**src/rtl/seg_pkg.sv**
```systemverilog
// rtl/seg_pkg.sv - shared types, constants and segment lookup for the seven-segment controller
//
// Contents:
//   conv_state_e  converter FSM states (IDLE, SHIFT, COMMIT)
//   DEC_MAX       largest value that fits in four decimal digits
//   SEG_DASH      pattern shown on every digit when the value overflows
//   SEG_BLANK     all segments off
//   SEG_TABLE     digit 0..9 to active-low segment pattern, bit 6 = a .. bit 0 = g
//   seg_lookup()  table lookup; non-decimal nibbles map to blank
package seg_pkg;

    typedef enum logic [1:0] {
        IDLE   = 2'd0,
        SHIFT  = 2'd1,
        COMMIT = 2'd2
    } conv_state_e;

    localparam logic [15:0] DEC_MAX   = 16'd9999;
    localparam logic [6:0]  SEG_DASH  = 7'b1111110;
    localparam logic [6:0]  SEG_BLANK = 7'b1111111;

    // Entry N holds the pattern for digit N.
    localparam logic [9:0][6:0] SEG_TABLE = {
        7'b0000100,   // 9
        7'b0000000,   // 8
        7'b0001111,   // 7
        7'b0100000,   // 6
        7'b0100100,   // 5
        7'b1001100,   // 4
        7'b0000110,   // 3
        7'b0010010,   // 2
        7'b1001111,   // 1
        7'b0000001    // 0
    };

    function automatic logic [6:0] seg_lookup(input logic [3:0] digit);
        if (digit > 4'd9) begin
            seg_lookup = SEG_BLANK;
        end else begin
            seg_lookup = SEG_TABLE[digit];
        end
    endfunction

endpackage

```
**src/rtl/bin2bcd_seq.sv**
```systemverilog
// rtl/bin2bcd_seq.sv - sequential double-dabble converter, 16-bit binary to four BCD digits
//
// Ports:
//   clk, rstn   clock, asynchronous active-low reset
//   start_i     begin a conversion of bin_i (acted on only while ready_o is high)
//   bin_i       16-bit unsigned input
//   ready_o     idle and able to take start_i
//   busy_o      conversion in progress (SHIFT or COMMIT)
//   done_o      high for the single COMMIT cycle; bcd_o and ovf_o are valid then
//   bcd_o       four BCD digits, [15:12] = thousands
//   ovf_o       the converted value exceeded 9999
module bin2bcd_seq
    import seg_pkg::*;
(
    input  logic        clk,
    input  logic        rstn,
    input  logic        start_i,
    input  logic [15:0] bin_i,
    output logic        ready_o,
    output logic        busy_o,
    output logic        done_o,
    output logic [15:0] bcd_o,
    output logic        ovf_o
);

    conv_state_e state_q;
    logic [15:0] bin_q;
    logic [19:0] bcd_q;
    logic [19:0] bcd_adj;
    logic [3:0]  bit_cnt_q;
    logic        ovf_pend_q;
    logic        ready_q;
    logic        busy_q;
    logic        done_q;

    // Five nibbles are needed so the intermediate value never overflows for inputs up to 65535.
    always_comb begin
        bcd_adj = bcd_q;
        for (int i = 0; i < 5; i++) begin
            if (bcd_q[4*i +: 4] >= 4'd5) begin
                bcd_adj[4*i +: 4] = bcd_q[4*i +: 4] + 4'd3;
            end
        end
    end

    always_ff @(posedge clk or negedge rstn) begin
        if (!rstn) begin
            state_q    <= IDLE;
            bin_q      <= '0;
            bcd_q      <= '0;
            bit_cnt_q  <= '0;
            ovf_pend_q <= 1'b0;
            ready_q    <= 1'b1;
            busy_q     <= 1'b0;
            done_q     <= 1'b0;
        end else begin
            case (state_q)
                IDLE: begin
                    if (start_i) begin
                        bin_q      <= bin_i;
                        bcd_q      <= '0;
                        bit_cnt_q  <= '0;
                        ovf_pend_q <= (bin_i > DEC_MAX);
                        ready_q    <= 1'b0;
                        busy_q     <= 1'b1;
                        state_q    <= SHIFT;
                    end
                end
                SHIFT: begin
                    {bcd_q, bin_q} <= {bcd_adj[18:0], bin_q, 1'b0};
                    bit_cnt_q      <= bit_cnt_q + 4'd1;
                    if (bit_cnt_q == 4'd15) begin
                        done_q  <= 1'b1;
                        state_q <= COMMIT;
                    end
                end
                COMMIT: begin
                    done_q  <= 1'b0;
                    ready_q <= 1'b1;
                    busy_q  <= 1'b0;
                    state_q <= IDLE;
                end
                default: begin
                    done_q  <= 1'b0;
                    ready_q <= 1'b1;
                    busy_q  <= 1'b0;
                    state_q <= IDLE;
                end
            endcase
        end
    end

    assign ready_o = ready_q;
    assign busy_o  = busy_q;
    assign done_o  = done_q;
    assign bcd_o   = bcd_q[15:0];
    assign ovf_o   = ovf_pend_q;

endmodule

```
**src/rtl/seg_display_ctrl.sv**
```systemverilog
// rtl/seg_display_ctrl.sv - bus write port, BCD commit and multiplexed four-digit seven-segment drive
//
// Parameters:
//   SCAN_DIV_W  each digit is lit for 2^SCAN_DIV_W clk cycles
// Build option:
//   SEG_LZB_EN  when defined, leading zeros are blanked (units digit always shown, not while ovf)
// Ports:
//   clk, rstn    clock, asynchronous active-low reset
//   wr_valid_i   write request, held by the requester until accepted
//   wr_data_i    unsigned 16-bit value to display
//   wr_ready_o   converter idle; write accepted on wr_valid_i && wr_ready_o
//   busy_o       conversion in progress
//   ovf_o        committed value exceeded 9999
//   an_o         active-low anodes, an_o[3] = leftmost (thousands)
//   seg_o        active-low cathodes, bit 6 = a .. bit 0 = g
module seg_display_ctrl
    import seg_pkg::*;
#(
    parameter int SCAN_DIV_W = 18
) (
    input  logic        clk,
    input  logic        rstn,
    input  logic        wr_valid_i,
    input  logic [15:0] wr_data_i,
    output logic        wr_ready_o,
    output logic        busy_o,
    output logic        ovf_o,
    output logic [3:0]  an_o,
    output logic [6:0]  seg_o
);

    logic        conv_ready;
    logic        conv_busy;
    logic        conv_done;
    logic        conv_ovf;
    logic [15:0] conv_bcd;

    logic [3:0][3:0]        digit_q;
    logic                   ovf_q;
    logic [SCAN_DIV_W+1:0]  scan_q;
    logic [1:0]             sel;
    logic [3:0]             dig;
    logic                   lead_zero;
    logic [3:0]             an_d;
    logic [3:0]             an_q;
    logic [6:0]             seg_d;
    logic [6:0]             seg_q;

    bin2bcd_seq u_conv (
        .clk     (clk),
        .rstn    (rstn),
        .start_i (wr_valid_i && conv_ready),
        .bin_i   (wr_data_i),
        .ready_o (conv_ready),
        .busy_o  (conv_busy),
        .done_o  (conv_done),
        .bcd_o   (conv_bcd),
        .ovf_o   (conv_ovf)
    );

    // Digits and overflow move together on the converter's commit cycle only,
    // so the scan never shows a half-converted value.
    always_ff @(posedge clk or negedge rstn) begin
        if (!rstn) begin
            digit_q <= '0;
            ovf_q   <= 1'b0;
        end else if (conv_done) begin
            digit_q <= conv_bcd;
            ovf_q   <= conv_ovf;
        end
    end

    always_ff @(posedge clk or negedge rstn) begin
        if (!rstn) begin
            scan_q <= '0;
        end else begin
            scan_q <= scan_q + 1'b1;
        end
    end

    // sel 0 is the thousands digit, which lives in digit_q[3].
    assign sel = scan_q[SCAN_DIV_W+1 -: 2];
    assign dig = digit_q[~sel];

    always_comb begin
        lead_zero = 1'b0;
`ifdef SEG_LZB_EN
        case (sel)
            2'd0:    lead_zero = (digit_q[3] == 4'd0);
            2'd1:    lead_zero = (digit_q[3] == 4'd0) && (digit_q[2] == 4'd0);
            2'd2:    lead_zero = (digit_q[3] == 4'd0) && (digit_q[2] == 4'd0) && (digit_q[1] == 4'd0);
            default: lead_zero = 1'b0;
        endcase
`else
        lead_zero = 1'b0;
`endif
    end

    always_comb begin
        an_d = 4'b1111;
        case (sel)
            2'd0:    an_d = 4'b0111;
            2'd1:    an_d = 4'b1011;
            2'd2:    an_d = 4'b1101;
            default: an_d = 4'b1110;
        endcase
        if (ovf_q) begin
            seg_d = SEG_DASH;
        end else if (lead_zero) begin
            seg_d = SEG_BLANK;
        end else begin
            seg_d = seg_lookup(dig);
        end
    end

    // Anode and cathode registers share one edge so a digit's pattern never leaks into its neighbour.
    always_ff @(posedge clk or negedge rstn) begin
        if (!rstn) begin
            an_q  <= 4'b1111;
            seg_q <= SEG_BLANK;
        end else begin
            an_q  <= an_d;
            seg_q <= seg_d;
        end
    end

    assign wr_ready_o = conv_ready;
    assign busy_o     = conv_busy;
    assign ovf_o      = ovf_q;
    assign an_o       = an_q;
    assign seg_o      = seg_q;

endmodule

```
**config.mk**
```make
export PLATFORM = sky130hd
export DESIGN_NAME = seg_display_ctrl
export DESIGN_NICKNAME = d
export VERILOG_FILES = /design/src/rtl/seg_pkg.sv /design/src/rtl/bin2bcd_seq.sv /design/src/rtl/seg_display_ctrl.sv
export SDC_FILE = /design/constraint.sdc
export NUM_CORES = 1
export LEC_CHECK = 0
export CAP_MARGIN = 30
export CORE_UTILIZATION = 35
export CTS_CLUSTER_SIZE = 12
export DETAILED_ROUTE_END_ITERATION = 6
export GPL_ROUTABILITY_DRIVEN = 0
export HOLD_SLACK_MARGIN = 0.06
export PLACE_DENSITY_LB_ADDON = 0.3
export SETUP_SLACK_MARGIN = 0.2
export SLEW_MARGIN = 20
export SYNTH_ARGS = -nofsm -noshare
export SYNTH_HDL_FRONTEND = slang
export SYNTH_HIERARCHICAL = 1
export SYNTH_SLANG_ARGS = --single-unit
export TNS_END_PERCENT = 30
```
**constraint.sdc**
```tcl
create_clock -name clk -period 2.13 [get_ports clk]
set_clock_uncertainty 0.15 [all_clocks]
set_input_delay 0.426 -clock clk [delete_from_list [all_inputs] [get_ports clk]]
set_output_delay 0.426 -clock clk [all_outputs]
set_load 0.05 [all_outputs]
```
==> impl_metrics.env <==
export IMPL_antennaDiodeCount=0
export IMPL_setup_ws_ns=0.105
export IMPL_drc_errors=0
export IMPL_power_share_sequential_pct=38.1
export IMPL_clk_insertion_delay_late_ns=0.33
export IMPL_synth_edf_count=0
export IMPL_crit_type="register to register"
export IMPL_gr_total_overflow=0
export IMPL_vias=2993
export IMPL_grt_pass1_wl_um=14400
export IMPL_worstPathArrival_ns=2.13
export IMPL_synthArstFlopShare_pct=100
export IMPL_grt_total_usage_pct=14.3
export IMPL_required_ns=2.23
export IMPL_tightest_slew_ns=0.503
export IMPL_num_nets_final=464
export IMPL_firstDrtPassIters=4
export IMPL_swShare_pct=37.3
export IMPL_final_antenna_net_count=0
export IMPL_dp_slack_ns=0.0165
export IMPL_p_int_mw=4.52
export IMPL_port_buffers=32
export IMPL_grt_pass1_vias=2966
export IMPL_outcome="completed"
export IMPL_ys_top_cells_by_count="dfrtp_1, nand2_1, nor2_1"
export IMPL_cp_startpoint="scan_q[18]"
export IMPL_wire_per_inst_um=14.5
export IMPL_path_clk_slew_ns=0.06
export IMPL_antenna_found_initial=0
export IMPL_slew_viol_final=0
export IMPL_fin_util_pct=43.1
export IMPL_io_pins=33
export IMPL_setup_viol=0
export IMPL_placed_area_um2=4770
export IMPL_p_comb_share_pct=40.7
export IMPL_r2r_end="seg_o[1]"
export IMPL_synth_most_common_cell="dfrtp_1"
export IMPL_start_util_pct=35.8
export IMPL_switchingPower_mw=2.69
export IMPL_synth_area_leaders="dfrtp_1, dfstp_2, mux2_2"
export IMPL_cap_violations=0
export IMPL_post_route_period_util_pct=95.1
export IMPL_start_kind="register"
export IMPL_die_w_um=113
export IMPL_stdcell_area_um2=5150
export IMPL_synth_seq_area_share_pct=53.0
export IMPL_cts_tree="built"
export IMPL_leakagePower_nw=2.25
export IMPL_synth_area_um2=4280
export IMPL_relSlewSlack_pct=66.2
export IMPL_ys_seq_elements=90
export IMPL_ys_flop_type="dfrtp_1"
export IMPL_first_iter_violations=132
export IMPL_cts_sinks=90
export IMPL_critPathMaxStageDelay_ns=0.56
export IMPL_drive_gt1_share_pct=22.1
export IMPL_cp_slowest_cell="mux4_2"
export IMPL_finalWirelength_um=8430
export IMPL_cts_inserted_buffers=9
export IMPL_synth_top_area_share_pct=45.6
export IMPL_num_rows=40
export IMPL_power_density_nw_per_um2=1400
export IMPL_worstSetupEndpoint="seg_o[1]"
export IMPL_detailed_place_hpwl_um=5620
export IMPL_dieHeight_um=113
export IMPL_rr_worst_depth=5
export IMPL_dieArea_um2=12700
export IMPL_synthCells=381
export IMPL_syn_nets=415
export IMPL_r2r_start="scan_q[18]"
export IMPL_grt_start_max_net_pins=52
export IMPL_viasPerCell=5.14
export IMPL_finalPower_mw=7.21
export IMPL_cts_root_buffer="clkbuf_16"
export IMPL_cts_path_max_buffers=2
export IMPL_pwr_share_clk_pct=21.2
export IMPL_post_synth_cell_area_avg_um2=11.2
export IMPL_hp_class="register to register"
export IMPL_yosys_warnings=6
export IMPL_finalSetupTns_ns=0
export IMPL_timing_critical_path_fanout_max=4
export IMPL_max_freq_ghz=0.494
export IMPL_period_minus_slack_ns=2.03
export IMPL_fp_coreArea_um2=12000
export IMPL_ff2ff_setup_slack_ns=0.10
export IMPL_max_vdd_ir_drop_mv=0.418
export IMPL_htreeDepth=3
export IMPL_endpoint_kind="register"
export IMPL_rsz0062_at_grt="true"
export IMPL_synth_top_area_cell="dfrtp_1"
export IMPL_synth_distinct_cells=51
export IMPL_crit_chain="mux4_2 > buf_4 > ha_1 > nor3_1 > o21bai_1"
export IMPL_area_delta_synth_final_pct=20.5
export IMPL_hold_violations=0
-- metal layers --
metal / wire (um) / up-vias / global-route usage (%)
met5: 0 / - / 0
met2: 4050 / 43 / 22.7
met1: 3980 / 1487 / 18.5
met3: 193 / 17 / 2.86
met4: 206 / 0 / 7.64
li1: - / 1446 / -
-- power groups by stage --
stage               Sequential [mW]  Combinational (mW)  Clock, mW
global route                   2.82                3.24       1.65
detailed placement             2.77                2.80          0
CTS                            2.75                2.91       1.58
finish                         2.75                2.93       1.53
global placement               2.76                2.74          0
floorplan                      2.89                1.99          0
-- cells in the final DEF (no fill, tap or decap), types with 6 or more instances in the layout --
| cell type | instances |
|---|---|
| xor2_1 | 10 |
| o21ai_0 | 7 |
| clkbuf_16 | 9 |
| a31oi_1 | 15 |
| nor2_1 | 26 |
| inv_1 | 20 |
| mux2_2 | 17 |
| buf_4 | 33 |
| xnor2_1 | 13 |
| ha_1 | 13 |
| dfstp_2 | 12 |
| nand3_1 | 12 |
| nand2_1 | 44 |
| dfrtp_1 | 77 |
| o2111ai_1 | 8 |
| clkdlybuf4s50_1 | 17 |
| o21a_1 | 6 |
-- kinds of logic (layout without fill, tap and decap cells) --
logic type      count (synthesis)  count (layout)  synth area share (%)
flops                          90              90                  53.0
simple gates                  120             120                  13.8
compound gates                 74              74                  12.8
fa+ha+maj                      15              15                  4.39
buf+inv                        38              92                  4.56
xor+xnor                       23              23                  4.71
mux                            21              21                  6.76
-- stage by stage --
stage / hold slack [ns] / instances
after floorplan: -0.0196 / 381
after global placement: 0.180 / 556
after detailed placement: 0.180 / 556
after CTS: 0.330 / 581
after global routing: 0.355 / 582
final: 0.327 / 582
-- area by class of cell --
| cell class | instances | area (um^2) |
|---|---|---|
| fill | 1103 | 6810 |
| sequential | 90 | 2270 |
| multi-input combinational | 253 | 1840 |
| timing repair buffer | 54 | 477 |
| clock buffer | 14 | 284 |
| tap | 147 | 184 |
| inverter | 22 | 85.1 |
| clock inverter | 2 | 8.76 |
-- worst min path at each step --
stage | depth (start not counted) | to | slack [ns] | startpoint
after floorplan | 0 | digit_q[0] | -0.02 | rstn
after global placement | 1 | scan_q[17] | 0.18 | rstn
after detailed placement | 1 | scan_q[17] | 0.18 | rstn
after CTS | 1 | scan_q[12] | 0.33 | scan_q[12]
after global routing | 1 | u_conv/busy_o | 0.36 | u_conv/busy_o
final | 1 | scan_q[12] | 0.33 | scan_q[12]
-- registers in the layout, indices dropped and copies added (netlist names), 2 cells and up --
signal            flops
u_conv/bit_cnt_q      4
digit_q              16
scan_q               20
u_conv/bin_q         16
u_conv/state_q        2
an_o                  4
seg_o                 7
u_conv/bcd_q         16
-- what timing repair did --
item                                   4_1_cts  5_1_grt
cloned                                       0        0
resized for setup                            3        1
setup endpoints to repair                    7        7
buffers inserted                             8        1
hold buffers                                 1        0
pin swaps                                    5        3
endpoints found under the hold margin       18        0
-- critical path: cells and delay by family (launching register included) --
kind	cells	cell delay, ns
AOI/OAI and AO/OA	1	0.13
and+or+nand+nor	1	0.33
muxes	1	0.56
adders and majority gates	1	0.19
DFF	1	0.41
buffers and inverters	1	0.17
Power figures use the tool's default switching activity.
